[src/rtl/regfile_arb_pkg.sv]
// Shared types and default sizes for the register-file write arbiter.
package regfile_arb_pkg;

    typedef enum logic {
        ARB_IDLE  = 1'b0,
        ARB_BURST = 1'b1
    } arb_state_t;

    typedef enum logic {
        GNT_WB = 1'b0,
        GNT_LD = 1'b1
    } grant_t;

    localparam int DEF_DATA_W    = 8;
    localparam int DEF_ADDR_W    = 3;
    localparam int DEF_MAX_BURST = 4;

    // Round-robin pick when both ports request: the port not granted last wins.
    function automatic grant_t rr_pick(input grant_t last_grant);
        return (last_grant == GNT_LD) ? GNT_WB : GNT_LD;
    endfunction

endpackage

[src/rtl/regfile_arb_stats.sv]
// Saturating grant / forced-release counters for the write arbiter.
// Only instantiated when REGFILE_ARB_STATS_EN is defined.
module regfile_arb_stats (
    input  logic        clk,
    input  logic        rst,
    input  logic        i_wb_xfer,
    input  logic        i_ld_xfer,
    input  logic        i_force_rel,
    output logic [15:0] o_wb_grant_cnt,
    output logic [15:0] o_ld_grant_cnt,
    output logic [7:0]  o_force_rel_cnt
);

    logic [15:0] r_wb_cnt;
    logic [15:0] r_ld_cnt;
    logic [7:0]  r_fr_cnt;

    // Count events, holding at all-ones instead of wrapping.
    always_ff @(posedge clk) begin
        if (rst) begin
            r_wb_cnt <= '0;
            r_ld_cnt <= '0;
            r_fr_cnt <= '0;
        end else begin
            if (i_wb_xfer && (r_wb_cnt != 16'hFFFF)) r_wb_cnt <= r_wb_cnt + 16'd1;
            if (i_ld_xfer && (r_ld_cnt != 16'hFFFF)) r_ld_cnt <= r_ld_cnt + 16'd1;
            if (i_force_rel && (r_fr_cnt != 8'hFF))  r_fr_cnt <= r_fr_cnt + 8'd1;
        end
    end

    assign o_wb_grant_cnt  = r_wb_cnt;
    assign o_ld_grant_cnt  = r_ld_cnt;
    assign o_force_rel_cnt = r_fr_cnt;

endmodule

[src/rtl/regfile_write_arbiter.sv]
// Round-robin arbiter sharing the register-file write port between
// pipeline writeback (wb) and the load/init unit (ld), with a capped,
// lockable burst mode for ld.
// Optional statistics counters: define REGFILE_ARB_STATS_EN.
//
// state     | meaning
// ----------+-----------------------------------------------------------
// ARB_IDLE  | round-robin between wb and ld, one write per cycle
// ARB_BURST | ld owns the port; wb stalled until unlock or cap reached
module regfile_write_arbiter
    import regfile_arb_pkg::*;
#(
    parameter int DATA_W    = DEF_DATA_W,
    parameter int ADDR_W    = DEF_ADDR_W,
    parameter int MAX_BURST = DEF_MAX_BURST
) (
    input  logic              clk,
    input  logic              rst,
    input  logic              wb_valid,
    output logic              wb_ready,
    input  logic [ADDR_W-1:0] wb_addr,
    input  logic [DATA_W-1:0] wb_data,
    input  logic              ld_valid,
    output logic              ld_ready,
    input  logic [ADDR_W-1:0] ld_addr,
    input  logic [DATA_W-1:0] ld_data,
    input  logic              ld_lock,
    output logic              rf_we,
    output logic [ADDR_W-1:0] rf_waddr,
    output logic [DATA_W-1:0] rf_wdata,
`ifdef REGFILE_ARB_STATS_EN
    output logic [15:0]       wb_grant_cnt,
    output logic [15:0]       ld_grant_cnt,
    output logic [7:0]        force_rel_cnt,
`endif
    output logic              busy
);

    localparam int               CNT_W    = $clog2(MAX_BURST + 1);
    localparam logic [CNT_W-1:0] CNT_MAX  = CNT_W'(MAX_BURST);
    localparam logic [CNT_W-1:0] CNT_ONE  = CNT_W'(1);
    // A cap of one cycle means a locked ld write is already at its limit.
    localparam bit               BURST_OK = (MAX_BURST > 1);

    arb_state_t        r_state;
    grant_t            r_last_grant;
    logic [CNT_W-1:0]  r_burst_cnt;
    logic              r_busy;
    logic              r_rf_we;
    logic [ADDR_W-1:0] r_rf_waddr;
    logic [DATA_W-1:0] r_rf_wdata;

    logic              w_wb_ready;
    logic              w_ld_ready;
    logic [CNT_W-1:0]  w_cnt_next;
    logic              w_cap;
    logic              w_unlock;

    // Grant decision: burst gives ld exclusive access, otherwise round-robin.
    always_comb begin
        w_wb_ready = 1'b0;
        w_ld_ready = 1'b0;
        if (!rst) begin
            if (r_state == ARB_BURST) begin
                w_ld_ready = ld_valid;
            end else if (wb_valid && ld_valid) begin
                if (rr_pick(r_last_grant) == GNT_WB) w_wb_ready = 1'b1;
                else                                 w_ld_ready = 1'b1;
            end else begin
                w_wb_ready = wb_valid;
                w_ld_ready = ld_valid;
            end
        end
    end

    // The count after this cycle reaching the cap ends the burst at this edge,
    // so ld holds the port for at most MAX_BURST cycles including entry.
    assign w_cnt_next = r_burst_cnt + CNT_ONE;
    assign w_cap      = (r_state == ARB_BURST) && (w_cnt_next == CNT_MAX);
    assign w_unlock   = w_ld_ready && !ld_lock;

    // FSM, round-robin history and the registered write command.
    always_ff @(posedge clk) begin
        if (rst) begin
            r_state      <= ARB_IDLE;
            r_last_grant <= GNT_LD;
            r_burst_cnt  <= '0;
            r_busy       <= 1'b0;
            r_rf_we      <= 1'b0;
            r_rf_waddr   <= '0;
            r_rf_wdata   <= '0;
        end else begin
            r_rf_we <= w_wb_ready || w_ld_ready;
            if (w_wb_ready) begin
                r_rf_waddr   <= wb_addr;
                r_rf_wdata   <= wb_data;
                r_last_grant <= GNT_WB;
            end else if (w_ld_ready) begin
                r_rf_waddr   <= ld_addr;
                r_rf_wdata   <= ld_data;
                r_last_grant <= GNT_LD;
            end

            case (r_state)
                ARB_IDLE: begin
                    if (w_ld_ready && ld_lock && BURST_OK) begin
                        r_state     <= ARB_BURST;
                        r_burst_cnt <= CNT_ONE;
                        r_busy      <= 1'b1;
                    end
                end
                ARB_BURST: begin
                    if (w_unlock || w_cap) begin
                        r_state      <= ARB_IDLE;
                        r_burst_cnt  <= '0;
                        r_busy       <= 1'b0;
                        r_last_grant <= GNT_LD;
                    end else begin
                        r_burst_cnt  <= w_cnt_next;
                    end
                end
                default: begin
                    r_state     <= ARB_IDLE;
                    r_burst_cnt <= '0;
                    r_busy      <= 1'b0;
                end
            endcase
        end
    end

    assign wb_ready = w_wb_ready;
    assign ld_ready = w_ld_ready;
    // A write command still in flight when rst rises is suppressed so the
    // register file never commits it on the following negedge.
    assign rf_we    = r_rf_we && !rst;
    assign rf_waddr = r_rf_waddr;
    assign rf_wdata = r_rf_wdata;
    assign busy     = r_busy;

`ifdef REGFILE_ARB_STATS_EN
    logic w_force_rel;

    // Forced release: burst ended by the cap, not by ld dropping its lock.
    // With a one-cycle cap, a locked ld write is released immediately.
    assign w_force_rel = (w_cap && !w_unlock) ||
                         (!BURST_OK && (r_state == ARB_IDLE) && w_ld_ready && ld_lock);

    regfile_arb_stats u_stats (
        .clk             (clk),
        .rst             (rst),
        .i_wb_xfer       (w_wb_ready),
        .i_ld_xfer       (w_ld_ready),
        .i_force_rel     (w_force_rel),
        .o_wb_grant_cnt  (wb_grant_cnt),
        .o_ld_grant_cnt  (ld_grant_cnt),
        .o_force_rel_cnt (force_rel_cnt)
    );
`endif

endmodule

[config.mk]
export PLATFORM = sky130hd
export DESIGN_NAME = regfile_write_arbiter
export DESIGN_NICKNAME = d
export VERILOG_FILES = /design/src/rtl/regfile_arb_pkg.sv /design/src/rtl/regfile_arb_stats.sv /design/src/rtl/regfile_write_arbiter.sv
export SDC_FILE = /design/constraint.sdc
export NUM_CORES = 1
export LEC_CHECK = 0
export CAP_MARGIN = 20
export CORE_ASPECT_RATIO = 0.9
export CORE_MARGIN = 5
export CORE_UTILIZATION = 39
export DETAILED_ROUTE_END_ITERATION = 10
export GPL_TIMING_DRIVEN = 0
export PLACE_DENSITY = 0.9
export REMOVE_ABC_BUFFERS = 1
export SYNTH_ARGS = -nofsm -noshare
export SYNTH_HDL_FRONTEND = slang
export SYNTH_HIERARCHICAL = 1
export SYNTH_SLANG_ARGS = --single-unit
[constraint.sdc]
create_clock -name clk -period 1.65 [get_ports clk]
set_input_delay 0.2475 -clock clk [delete_from_list [all_inputs] [get_ports clk]]
set_output_delay 0.2475 -clock clk [all_outputs]
set_load 0.005 [all_outputs]
Yosys cells after proc, flatten, opt, wreduce, memory -nomap -nowiden. Index checks and enable logic that the tools add are counted.

Eq/ne operators: 3. Bitwise operators: 1. Reduce and logical (&&, ||, !) cells: 11. Muxes and demuxes: 25. Add/subtract/negate cells: 1.

Operators by type and width (number): $mux W1 (16); $mux W8 (2); $mux W3 (4); $pmux W3 S2 (1); $logic_and A1 B1 Y1 (5); $pmux W1 S2 (2); $add A3 B1 Y3 const B (1); $eq A3 B3 Y1 const B (1); $logic_not A1 Y1 (2); $logic_or A1 B1 Y1 (2); $ne A2 B1 Y1 const B (1); $ne A2 B2 Y1 const B (1); $reduce_and A2 Y1 (1); $reduce_bool A2 Y1 (1); $not A1 Y1 (1).

Output and inout port bits: 15. Word-level logic and storage cells: 48. Input port bits: 27. Register bits after elaboration: 18.

Longest topological paths before layout. Gate-level depths: netlist of run 1.

Word-level depth: 8. Mapped depth: 5. Depth with buffers taken out: 5.

Worst setup path before layout of run 1. No wires, ideal clock.

Kind: register -> register. Start point: register r_burst_cnt[0]. End point: register r_burst_cnt[1]. Cell stages (with the launch flop): 5. Required time: 1594 ps. Clock period less this slack: 1401 ps. Arrival: 1345 ps. Slack: 249 ps. Setup time: 56 ps. Cells stage by stage: dfxtp_1 ha_1 ha_1 or4_4 a2bb2o_4.

Word-level cells in the longest chain between the ends: 6.

RTL lines: from (decl) (RTL line regfile_write_arbiter.sv:47) `logic [CNT_W-1:0] r_burst_cnt;`; from (signal assigned) (RTL line regfile_write_arbiter.sv:119) `r_burst_cnt <= w_cnt_next;`; $add A3 B1 Y3 * (RTL line regfile_write_arbiter.sv:78) `assign w_cnt_next = r_burst_cnt + CNT_ONE;`; $eq A3 B3 Y1 (RTL line regfile_write_arbiter.sv:79) `assign w_cap = (r_state == ARB_BURST) && (w_cnt_next == CNT_MAX);`; $logic_and A1 B1 Y1 (RTL line regfile_write_arbiter.sv:79); $logic_or A1 B1 Y1 (RTL line regfile_write_arbiter.sv:113) `if (w_unlock || w_cap) begin`; $mux W3 * (RTL line regfile_write_arbiter.sv:113); $pmux W3 S2 * (RTL line regfile_write_arbiter.sv:104) `case (r_state)`.

Mark *: on every way between the ends. The rest lies on a longest branch, timed or not. A chain may end at the register's enable or synchronous reset.

Worst setup path after layout of run 1.
Start point: register r_last_grant. End point: output wb_ready.

Word-level cells in the longest chain between the ends: 4.

RTL lines: from (decl) (RTL line regfile_write_arbiter.sv:46) `grant_t r_last_grant;`; from (signal assigned) (RTL line regfile_write_arbiter.sv:86) `r_last_grant <= GNT_LD;`; from (signal assigned) (RTL line regfile_write_arbiter.sv:97) `r_last_grant <= GNT_WB;`; from (signal assigned) (RTL line regfile_write_arbiter.sv:101) `r_last_grant <= GNT_LD;`; $mux W1 (RTL line regfile_write_arbiter.sv:67) `if (rr_pick(r_last_grant) == GNT_WB) w_wb_ready = 1'b1;`; $mux W1 (RTL line regfile_write_arbiter.sv:66) `end else if (wb_valid && ld_valid) begin`; $mux W1 (RTL line regfile_write_arbiter.sv:64) `if (r_state == ARB_BURST) begin`; $mux W1 (RTL line regfile_write_arbiter.sv:63) `if (!rst) begin`; to (decl) (RTL line regfile_write_arbiter.sv:20) `output logic wb_ready,`.

Every way passes these cells.

==> key figures, run 1 <==
Yosys
  – EDFF count, synth: 0
  – Top FF cell, synth: dfxtp_1
  – Yosys top cell area share: a little over two fifths
  – Most frequent cell after synthesis: dfxtp_1
  – #FFs+latches synth: 18
  – Synth unique cells: 26
  – Post-Syn Instances: 91
  – Ys async rst share: 0%
  – Area of the mapped netlist: about 850 sq um
  – Largest area contributor in the netlist: dfxtp_1
  – Post-Syn Area per Cell: between 9 and 10 sq um
  – Sequential share of the synthesized area: ~43%
  – Commonest cells post-synth: 18 x dfxtp_1, 14 x nor2_1, 13 x a21oi_1, 9 x o221a_1, 5 x buf_2
  – Synth warn: 6
  – Synth top area cells: dfxtp_1 43%, o221a_1 12%, a21oi_1 7.7%, nor2_1 6.2%, a211oi_1 3.6%

Clocking
  – Clk root buf: clkbuf_4
  – CTS Buffer Depth: 2
  – Sink Count: 18
  – CTS Buf Count: 3
  – Worst-path clk slew: 0.11 ns
  – Clk_lat worst skew: around 0.29 ns
  – CTS tree: yes
  – Number of H-tree levels: 1

Floorplan
  – Core Area: between 2000 and 2500 sq um
  – DIE WIDTH: ~59 um
  – Die Ht: ~54 um
  – Initial Util: between 30% and 40%
  – # rows: 16
  – Top-Level Pins: between 40 and 50
  – Die area: ~3200 sq um

Drt
  – WL final: roughly 2300 um
  – DR iter-0 viols: 22
  – Pre-antenna DRT Iters: 4
  – Vias per cell: around 5.2
  – DRC Markers: 0
  – DR vias: between 800 and 900
  – Routed len/inst: roughly 14 um
  – Routed Antenna Nets: 0

Timing
  – FMAX: 646 MHz
  – Worst setup margin: roughly 0.1 ns
  – Setup-failing EPs final: 0
  – Fin Clk Skew: 0.00438 ns
  – Final hold slack: just under 0.4 ns
  – Clock period minus worst slack: 1.55 ns
  – Relative slew margins: 71.1%
  – Final Hold Fails: 0
  – Fin crit share: 93.9%
  – Max Transition Viols Final: 0
  – RSZ-0062 raised after global routing: no
  – Worst slew pin tran: around 0.43 ns

Place
  – Placer Congestion: around 0.7
  – IO Port Bufs: 41
  – Dpl hpwl: between 1500 and 2000 um
  – Dpl ws: -1.07 ns

Layout
  – Ant diodes: 0
  – Layout cell share with drive strength beyond 1: between 10% and 20%
  – Post-layout nets: around 160
  – Layout Utilization: between 60% and 70%
  – Area growth syn-to-layout: 56.2%

Global routing
  – Initial antenna violation count: 0
  – GRT Resource Usage Total: 15.1%
  – Vias in the first global route: approximately 810
  – First-pass GRT wire length: ~3700 um
  – Pin count of the biggest net entering global routing: 20
  – Grt total ovfl: 0

Worst setup path
  – WP data arrival: roughly 1.3 ns
  – RR Startpoint: r_state$_SDFF_PP0_
  – R2r setup slk: ~0.13 ns
  – Kind of critical path: reg2out
  – FF-to-FF path depth: 4
  – Worst Setup SP: r_last_grant$_SDFF_PP1_
  – CP required: ~1.4 ns
  – Worst flop-to-flop path endpoint: rf_wdata[2]$_SDFFE_PP0P_
  – CP Max Fanout: 3
  – Endpoint class of the critical path: output pin
  – CP endpoint: wb_ready
  – CP Launch Type: flop

Worst hold path
  – Hold Path Class: in2reg

Power and ir drop
  – P_leak: 0.535 nW
  – Peak VDD IR: approximately 0.44 mV
  – Cell area power density: 758 nW/um^2

Flow run
  – Max_cap viols: 0

Run status
  – Outcome: finished clean
## power by group
group	internal [mW]	switching (mW)
clock	0.134	0.135
combinational	0.153	0.0933
sequential	0.468	0.0192
## per-layer routing
layer	GRT usage, %	share of wire (%)	up-vias	wire length [um]
met3	5.52	6.1	4	140
met1	18.1	43	382	988
met4	4.91	1.0	0	23
li1	-	-	420	-
met5	0	0	-	0
met2	25.2	50	21	1130
## registers in the layout, indices dropped and copies added, names as in the netlist
register      flops
busy              1
r_burst_cnt       3
r_last_grant      1
r_rf_we           1
r_state           1
rf_waddr          3
rf_wdata          8
## how the worst min path moves through the flow
stage / startpoint / endpoint / cells after the start / slack (ns)
floorplan: rst / r_rf_we$_SDFF_PP0_ / 1 / 0.35
global placement: r_burst_cnt[2]$_SDFFE_PP0P_ / r_burst_cnt[2]$_SDFFE_PP0P_ / 1 / 0.45
detailed placement: busy$_SDFFE_PP0P_ / busy$_SDFFE_PP0P_ / 2 / 0.47
CTS: ld_valid / r_last_grant$_SDFF_PP1_ / 3 / 0.41
global route: rst / r_rf_we$_SDFF_PP0_ / 2 / 0.41
finish: ld_valid / r_last_grant$_SDFF_PP1_ / 3 / 0.39
## logic make-up (layout without fill, tap and decap cells)
kind of cell / after synthesis / in the layout / share of synthesized area [%]
AO/OA/AOI/OAI: 37 / 37 / 34.5
buffers and inverters: 13 / 53 / 7.39
AND/OR/NAND/NOR: 21 / 21 / 12.6
adder cells (fa/ha/maj): 2 / 2 / 2.96
flip-flops: 18 / 18 / 42.6
## through the flow
step	instances	setup TNS (ns)	total power [mW]	area [sq um]
final	158	0	1.00	1320
after global routing	158	0	1.05	1320
after CTS	157	-0.0702	1.01	1310
after detailed placement	151	-11.07	0.735	1250
after global placement	151	-10.37	0.728	1250
after floorplan	83	0	0.581	802
## worst max-delay path: stages (launching register included)
cell	delay (ns)
dfxtp_2	0.35
buf_4	0.11
inv_1	0.05
a211oi_2	0.24
dlygate4sd2_1	0.27
## cell usage in the layout, fill, tap and decap left out, drive strengths merged, types with 2 or more instances in the layout
cell type	n
nor2b	3
buf	4
nor2	14
a211oi	4
clkbuf	5
o221a	11
clkdlybuf4s50	36
a21oi	13
o21ai	3
nand2	2
ha	2
dfxtp	18
inv	5
dlygate4sd2	2
## repair_timing
item | CTS | global route
gates resized for setup | 15 | 5
setup buffers | 2 | 1
hold buffers | 0 | 0
pin swaps | 1 | 0
endpoints found under the setup margin | 17 | 1
## cell type report
class                      count  area [sq um]
clock buffer                   4          36.3
fill                         194           801
inverter                       5          18.8
multi-input combinational     60           444
sequential                    18           363
tap                           27          33.8
timing repair buffer          44           425
Note: power is estimated with default switching activity, not from simulation.
==> run 2, diff against run 1 <==
CORE_MARGIN = 1.5   (was 5)
==> key figures, run 2 (synthesis results as in run 1) <==
Run status
  – Outcome: finished clean

Place
  – Dpl hpwl: between 1500 and 2000 um
  – Placer Congestion: roughly 0.83
  – Cells after DPL: ~150
  – IO Port Bufs: between 40 and 50

Layout
  – Area growth syn-to-layout: 56.8%
  – Non-filler cells, final: roughly 160
  – Commonest non-fill, non-tap cells in the layout: 36 x clkdlybuf4s50_1, 16 x dfxtp_1, 14 x nor2_1, 13 x a21oi_1, 9 x o221a_1
  – Max FFs per register: 8
  – Ant diodes: 0
  – Fill cell count: roughly 160
  – Commonest non-fill, non-tap cell in the layout: clkdlybuf4s50_1
  – Post-layout nets: roughly 160
  – Layout cell share with drive strength beyond 1: between 15 and 20%

Drt
  – DR iter-0 viols: 18
  – Routed Antenna Nets: 0
  – Routed len/inst: about 14 um
  – Pre-antenna DRT Iters: 4
  – WL final: 2190 um
  – Vias per cell: about 5.4
  – DR vias: 849
  – DRC Markers: 0

Worst setup path
  – Endpoint class of the critical path: output pin
  – RR Startpoint: r_burst_cnt[0]$_SDFFE_PP0P_
  – Kind of critical path: reg2out
  – CP Max Fanout: 9
  – WP data arrival: 1.27 ns
  – Worst Setup SP: r_state$_SDFF_PP0_
  – CP Launch Type: flop
  – CP required: ~1.4 ns

Global routing
  – Vias in the first global route: 808
  – Met2 usage: between 30% and 40%
  – First-pass GRT wire length: roughly 3500 um
  – GRT Resource Usage Total: ~20%
  – Initial antenna violation count: 0
  – Met1 usage: between 20 and 25%
  – Grt total ovfl: 0
  – Pin count of the biggest net entering global routing: 20
  – Top Usage Layer GRT: met2
  – Met3 Use GR: 7.96%

Power and ir drop
  – P_leak: about 0.54 nW
  – Total chip power: around 1 mW
  – Peak VDD IR: 0.586 mV
  – Cell area power density: roughly 750 nW/um^2

Timing
  – Fin crit share: around 90%
  – Max Transition Viols Final: 0
  – Setup-failing EPs final: 0
  – Worst slew pin tran: 0.439 ns
  – RSZ-0062 raised after global routing: no
  – Final Hold Fails: 0
  – Fin Clk Skew: about 0.0016 ns
  – Clock period minus worst slack: between 1.5 and 2 ns
  – FMAX: about 660 MHz
  – Relative slew margins: just over 70%

Floorplan
  – Die Ht: 47.2 um
  – DIE WIDTH: between 50 and 60 um
  – Die area: between 2000 and 2500 sq um
  – Top-Level Pins: 42
  – Initial Util: between 40% and 50%
  – # rows: 15
  – Core Area: roughly 2000 sq um

Clocking
  – Worst-path clk slew: around 0.10 ns
  – Clk root buf: clkbuf_4
  – CTS Buffer Depth: 2
  – Number of H-tree levels: 1
  – Sink Count: 18
  – CTS tree: yes
  – Clk_lat worst skew: 0.28 ns
  – CTS Buf Count: 3
  – # hold bufs at CTS: 0

Flow run
  – Max_cap viols: 0

Worst hold path
  – Hold_sp: rst
  – Hold Path Class: in2reg
## run 2: path summary, 6_finish.rpt
path / cells past startpoint / slack, ns / end
max: 3 / 0.13 / wb_ready
min: 2 / 0.39 / r_rf_we$_SDFF_PP0_
max reg2reg: 4 / 0.18 / r_burst_cnt[1]$_SDFFE_PP0P_
min reg2reg: 2 / 0.48 / busy$_SDFFE_PP0P_
## run 2: worst max-delay path, stage by stage, from the launching register on
cell and delay (ns):
dfxtp_4 0.40, nand2b_4 0.15, a211oi_2 0.18, dlygate4sd2_1 0.26
## run 2: repair_timing
action                                  in CTS  in global routing
endpoints found under the setup margin      15                  1
endpoints found under the hold margin        0                  0
gates resized for setup                     17                  6
pin swaps                                    1                  1
buffers inserted                             2                  1
## run 2: area by class of cell
type                       count  area (sq um)  area share (%)
inverter                       5          18.8            1.42
clock buffer                   4          36.3            2.74
tap                           25          31.3            2.36
multi-input combinational     60           447            33.7
timing repair buffer          44           425            32.1
sequential                    18           368            27.7
## run 2: through the flow
| stage | cell area (sq um) | util [%] | setup slack [ns] | TNS, ns | hold slack [ns] |
|---|---|---|---|---|---|
| detailed placement | 1240 | 63.1 | -1.02 | -10.41 | 0.468 |
| floorplan | 802 | - | 0.249 | 0 | 0.347 |
| CTS | 1320 | 66.7 | -0.0601 | -0.0601 | 0.391 |
| finish | 1330 | 67.3 | 0.131 | 0 | 0.386 |
| global route | 1330 | 67.3 | 0.0634 | 0 | 0.376 |
| global placement | 1240 | 63.1 | -0.998 | -9.99 | 0.449 |
## run 2: layer usage
layer,routed length [um],up-vias
met4,23,0
li1,-,413
met2,1070,42
met3,214,4
met1,886,390
met5,0,-
## run 2: report_power, final
group | switching, mW | total (mW) | internal, mW
registers | 0.0195 | 0.485 | 0.466
logic | 0.0959 | 0.249 | 0.153
clock network | 0.131 | 0.265 | 0.134
